<file path="config.mk">
export PLATFORM = sky130hd
export DESIGN_NAME = serial_data_packer
export DESIGN_NICKNAME = d
export VERILOG_FILES = /design/src/rtl/serial_data_packer.sv
export SDC_FILE = /design/constraint.sdc
export NUM_CORES = 1
export LEC_CHECK = 0
export BUFFER_PORTS_ARGS = -buffer_cell sky130_fd_sc_hd__buf_2
export CAP_MARGIN = 25
export CORE_ASPECT_RATIO = 0.7
export CORE_MARGIN = 8
export CORE_UTILIZATION = 40
export CTS_CLUSTER_SIZE = 12
export DETAILED_ROUTE_END_ITERATION = 10
export PLACE_DENSITY = 0.64
export SLEW_MARGIN = 0
export SYNTH_ARGS = -nofsm -noshare
export SYNTH_HDL_FRONTEND = slang
export SYNTH_SLANG_ARGS = --single-unit
</file>
<file path="constraint.sdc">
create_clock -name clk_i -period 6.5 [get_ports clk_i]
set_clock_uncertainty 0.05 [all_clocks]
set_input_delay 1.3 -clock clk_i [delete_from_list [all_inputs] [get_ports clk_i]]
set_output_delay 1.3 -clock clk_i [all_outputs]
set_load 0.02 [all_outputs]
</file>
<file path="src/rtl/serial_data_packer.sv">
// Serial-to-parallel word packer: LSB-first chunks assembled into a word and handed off through a one-deep holding register.
// Optional drop counter port (drop_count_o) is enabled by defining SERIAL_PACKER_DROP_CNT_EN.
module serial_data_packer #(
  parameter int ROM_DATA_WIDTH = 96,
  parameter int SELECT_SIZE    = 3
) (
  input  logic                      clk_i,
  input  logic                      rst_i,
  input  logic [SELECT_SIZE-1:0]    serial_data_i,
  input  logic                      serial_valid_i,
  input  logic                      frame_start_i,
  output logic [ROM_DATA_WIDTH-1:0] word_data_o,
  output logic                      word_valid_o,
  input  logic                      word_ready_i,
`ifdef SERIAL_PACKER_DROP_CNT_EN
  output logic                      overflow_o,
  output logic [7:0]                drop_count_o
`else
  output logic                      overflow_o
`endif
);

  localparam int CHUNKS = ROM_DATA_WIDTH / SELECT_SIZE;
  localparam int CNT_W  = (CHUNKS > 1) ? $clog2(CHUNKS) : 1;
  localparam logic [CNT_W-1:0] LAST_IDX = CNT_W'(CHUNKS - 1);

  generate
    if (ROM_DATA_WIDTH % SELECT_SIZE != 0) begin : g_bad_width
      $error("serial_data_packer: ROM_DATA_WIDTH must be a multiple of SELECT_SIZE");
    end
  endgenerate

  typedef enum logic {EMPTY = 1'b0, FULL = 1'b1} state_t;

  // New chunk enters at the top so that after CHUNKS shifts chunk k sits at [k*S+S-1:k*S].
  function automatic logic [ROM_DATA_WIDTH-1:0] shift_in(
    input logic [ROM_DATA_WIDTH-1:0] base,
    input logic [SELECT_SIZE-1:0]    chunk
  );
    logic [ROM_DATA_WIDTH-1:0] r;
    r = base >> SELECT_SIZE;
    r[ROM_DATA_WIDTH-1 -: SELECT_SIZE] = chunk;
    return r;
  endfunction

  logic [CNT_W-1:0]          cnt_p0;
  logic [ROM_DATA_WIDTH-1:0] asm_p0;
  state_t                    state_p1;

  logic                      start_p0;
  logic [CNT_W-1:0]          idx_p0;
  logic [CNT_W-1:0]          cnt_next_p0;
  logic [ROM_DATA_WIDTH-1:0] asm_next_p0;
  logic                      vld_p0;
  logic                      drop_p0;

  // ---- stage p0: chunk assembly ----
  always_comb begin
    start_p0    = serial_valid_i & frame_start_i;
    idx_p0      = start_p0 ? '0 : cnt_p0;
    asm_next_p0 = shift_in(start_p0 ? '0 : asm_p0, serial_data_i);
    vld_p0      = serial_valid_i && (idx_p0 == LAST_IDX);
    cnt_next_p0 = vld_p0 ? '0 : idx_p0 + 1'b1;
    drop_p0     = vld_p0 && (state_p1 == FULL) && !word_ready_i;
  end

  always_ff @(posedge clk_i or posedge rst_i) begin
    if (rst_i) begin
      cnt_p0 <= '0;
      asm_p0 <= '0;
    end else if (serial_valid_i) begin
      cnt_p0 <= cnt_next_p0;
      asm_p0 <= asm_next_p0;
    end
  end

  // ---- stage p1: output holding register ----
  always_ff @(posedge clk_i or posedge rst_i) begin
    if (rst_i) begin
      state_p1    <= EMPTY;
      word_data_o <= '0;
      overflow_o  <= 1'b0;
    end else begin
      overflow_o <= 1'b0;
      case (state_p1)
        EMPTY: begin
          if (vld_p0) begin
            word_data_o <= asm_next_p0;
            state_p1    <= FULL;
          end
        end
        FULL: begin
          if (vld_p0) begin
            if (word_ready_i) word_data_o <= asm_next_p0;
            else              overflow_o  <= 1'b1;
          end else if (word_ready_i) begin
            state_p1 <= EMPTY;
          end
        end
        default: state_p1 <= EMPTY;
      endcase
    end
  end

  assign word_valid_o = (state_p1 == FULL);

`ifdef SERIAL_PACKER_DROP_CNT_EN
  always_ff @(posedge clk_i or posedge rst_i) begin
    if (rst_i)
      drop_count_o <= 8'd0;
    else if (drop_p0 && (drop_count_o != 8'hFF))
      drop_count_o <= drop_count_o + 8'd1;
  end
`else
  logic unused_drop_p0;
  assign unused_drop_p0 = drop_p0;
`endif

endmodule

</file>
=== After elaboration in Yosys (flattened, before gate mapping) ===
Index checks and enable logic that the tools add are counted.
W data, S select, Z words.

* Mux-type cells: 13
* Bitwise gates (word level): 2
* Reductions and logical operators: 2
* Equality and inequality tests: 4
* Add/subtract/negate cells: 1

{| class="wikitable"
|+ Operators by type and width
! operator !! number
|-
| $mux W96 || 4
|-
| $pmux W96 S2 || 1
|-
| $mux W5 || 2
|-
| $add A5 B1 Y5 const B || 1
|-
| $eq A5 B5 Y1 const B || 1
|-
| $mux W1 || 5
|-
| $ne A2 B2 Y1 const B || 2
|-
| $reduce_and A3 Y1 || 1
|-
| $ne A2 B1 Y1 const B || 1
|-
| $pmux W1 S2 || 1
|-
| $and A1 B1 Y1 || 1
|-
| $logic_and A1 B1 Y1 || 1
|-
| $not A1 Y1 || 1
|}

* Input bits: 8
* Word-level logic and storage cells: 27
* Output and inout bits: 98
* Register bits: 199

=== Longest topological paths before layout ===
* Depth in word-level cells: 6
* Depth in mapped cells: 14
* Depth with buffers taken out: 8

=== Least setup slack after synthesis ===
Ideal clock, no wire load.

* Path type: in2reg
* Start: input serial_valid_i
* End: register word_data_o[93]
* Arrival time: 3.490 ns
* Slack: 2.835 ns
* Stages: 13
* Required time: 6.325 ns
* Cell sequence: buf_2 nand2_1 buf_2 buf_2 and2_1 ha_1 and4_1 ha_1 nand2_1 nor2b_1 buf_4 buf_8 mux2_2

* Word-level cells in the longest chain between the ends: 6
* Elaborated cells between the ends (all ways): 7

{| class="wikitable"
|+ RTL lines
! item !! RTL line !! text
|-
| start, declared || 10 || <nowiki>input logic serial_valid_i,</nowiki>
|-
| $and A1 B1 Y1 || 59 || <nowiki>start_p0 = serial_valid_i & frame_start_i;</nowiki>
|-
| $mux W5 || 60 || <nowiki>idx_p0 = start_p0 ? '0 : cnt_p0;</nowiki>
|-
| $eq A5 B5 Y1 || 62 || <nowiki>vld_p0 = serial_valid_i && (idx_p0 == LAST_IDX);</nowiki>
|-
| $logic_and A1 B1 Y1 (*) || 62 ||
|-
| $ne A2 B2 Y1 (no source line) / $ne A2 B1 Y1 (equally long branches) || n/a ||
|-
| $reduce_and A3 Y1 (no source line) (*) || n/a ||
|-
| end signal, assigned || 88 || <nowiki>word_data_o <= asm_next_p0;</nowiki>
|-
| end signal, assigned || 94 || <nowiki>if (word_ready_i) word_data_o <= asm_next_p0;</nowiki>
|-
| end, declared || 12 || <nowiki>output logic [ROM_DATA_WIDTH-1:0] word_data_o,</nowiki>
|}

Mark *: on every way between the ends. The rest lies on a longest branch, timed or not.
A chain may end at the register's enable or synchronous reset.

=== Worst setup path in the final report ===
* Start: input serial_valid_i
* End: register word_data_o[94]

Same word-level chain as after synthesis.

==> metrics.yaml <==
drive_above_1_share: 0.190
grt_overflow: 0
h-tree-depth: 4
placementRows: 43
synth_ff_type: "dfrtp_1"
antenna_found_initial: 0
groute.layer.met3.usage: 0.0394
ys_seq_area_frac: 0.605
grt_pass1_vias: 5415
drc: 0
synth_cell_types: 27
fin_util: 0.473
grt_pass1_wl_um: 28700
synth_area_um2: 8110
status: "complete, no violations"
synth_seq_cells: 196
p_leak_nw: 4.24
drv_cap: 0
io_pins: 106
setup.worst_path.class: "input pin to flop"
yosys.area.top_type: "dfrtp_1"
post-route-period-util: 0.591
endpoint_kind: "flop"
wl_per_cell_um: 15.8
fmax_mhz: 260
cp-start-kind: "input pin"
start_util: 0.409
dpl.hpwl_um: 10300
p_total_mw: 2.44
postCtsSetupBuffers: 0
vias: 5140
p_per_area_nw_per_um2: 259
hold_path.class: "flop to flop"
cp.required_ns: 6.77
gp_congestion: 0.715
ir_worst_vdd_mv: 0.172
cts_resized: 0
use_met2: 0.208
final_max_slew_viol_count: 0
cts_tree: "yes"
crit_fanout: 71
dr.pass1.iters: 4
critPathArrivalTime_ns: 4.11
core-area_um2: 19900
syn_area_per_cell_um2: 11.4
clk_pin_slew_worst_paths_ns: 0.07
finalNetCount: 804
dr.first_iter.drc_count: 405
setup_tns_ns: 0
grt-busiest-layer: "met2"
viasPerCell: 4.77
setup_viol: 0
synth_warnings: 0
grt_setup_unrepaired: "false"
synth_edf_count: 0
dieWidth_um: 186
globalRouteMet1Util: 0.204
syn_nets: 721
ant_nets: 0
area_growth_syn_to_layout_pct: 15.8
synth.top_cells.by_area: "dfrtp_1 (60%), mux2i_1 (11%), nand2_1 (7.4%)"
cts-root-buf: "clkbuf_16"
num-fill-cells: 1856
async_reset_ff_frac: 1.00
n_antenna_cell: 0
cts_sinks: 196
rrSetupSlack_ns: 3.69
final-hold-violation-count: 0
yosysMostFrequentCell: "dfrtp_1"
syn_inst: 711
cts_buffers: 17
port_buffers: 105
yosysTopAreaCellShare: 0.605
ys_top_cells_by_count: "dfrtp_1 (196), nand2_1 (159), inv_1 (96)"
multi_input_area_um2: 2560
track_usage: 0.142
routed_wl_um: 17000
cts_buffer_depth: 2
fp.dieH_um: 135
fin_crit_ns: 3.84
grt_max_degree: 197
relSlewSlack: 0.254
insertion_delay_ns: 0.43
hold_buffers: 0
tightest_slew_ns: 1.12
ff_latch_area_um2: 4900
dieArea_um2: 25200
## state kept, by name (all words and copies together) (netlist names)
| signal | flops |
|---|---|
| asm_p0 | 93 |
| cnt_p0 | 5 |
| overflow_o | 1 |
| word_data_o | 96 |
| word_valid_o | 1 |
## per-stage QoR
stage                     cells  setup WS, ns  hold slack, ns  instance area, um2
final                      1077          2.66           0.431                9400
after detailed placement   1045          2.18           0.416                8780
after global placement     1045          2.26           0.417                8780
after global routing       1077          2.43           0.451                9400
after CTS                  1077          2.64           0.435                9400
after floorplan             711          2.62           0.397                8120
## report_power, final
group,internal (mW),switching (mW)
sequential,1.23,0.0114
combinational,0.0217,0.0707
clock,0.649,0.451
## worst paths after layout
kind	startpoint	endpoint	cells after the start
worst min-delay path	cnt_p0[4]	cnt_p0[4]	1
worst min register to register	cnt_p0[4]	cnt_p0[4]	1
worst max-delay path	serial_valid_i	word_data_o[94]	10
worst max register to register	cnt_p0[1]	word_data_o[94]	9
min in group asynchronous	rst_i	word_data_o[66]	3
max in group asynchronous	rst_i	asm_p0[81]	3
## critical path, cell delays in order
cell and delay [ns]:
buf_2 0.12, buf_4 0.35, a21oi_1 0.23, ha_1 0.20, and4_1 0.21, ha_1 0.29
nand2_1 0.17, nor2b_4 0.25, buf_4 0.56, mux2_2 0.40
## placed cells by master, fill, tap and decap left out, types with 2 or more instances in the layout
cell type	synthesis	final
clkbuf_16	0	17
bufinv_16	0	3
clkinv_4	0	2
mux2_2	7	7
ha_1	2	2
clkbuf_1	18	4
buf_12	4	2
clkbuf_8	0	4
nand2_1	159	158
a22o_1	31	31
mux2i_1	93	93
and2_1	2	2
buf_2	16	105
o2bb2ai_1	62	62
inv_1	96	95
nand2b_1	2	2
clkinvlp_4	0	2
dfrtp_1	196	196
clkinv_2	0	2
buf_4	6	6
## layout make-up
class / instances / share of cell area
well taps: 270 / 0.0360
clock buffers: 25 / 0.0527
flip-flops and latches: 196 / 0.522
multi-input cells: 369 / 0.272
repair buffers: 113 / 0.0650
clock inverters: 7 / 0.0128
inverters: 97 / 0.0393
## per-layer routing
metal / part of all wire / wire length, um
met5: 0 / 0
met4: 0.0094 / 160
met3: 0.044 / 750
met2: 0.44 / 7410
met1: 0.51 / 8670
## kinds of logic after synthesis
group / Yosys count / share of synthesized area
compound gates: 98 / 0.105
fa+ha+maj: 2 / 0.00308
buf+inv: 146 / 0.0822
flops: 196 / 0.605
mux: 100 / 0.124
simple gates: 169 / 0.0810
No activity file was read; power rests on OpenSTA's default activity.
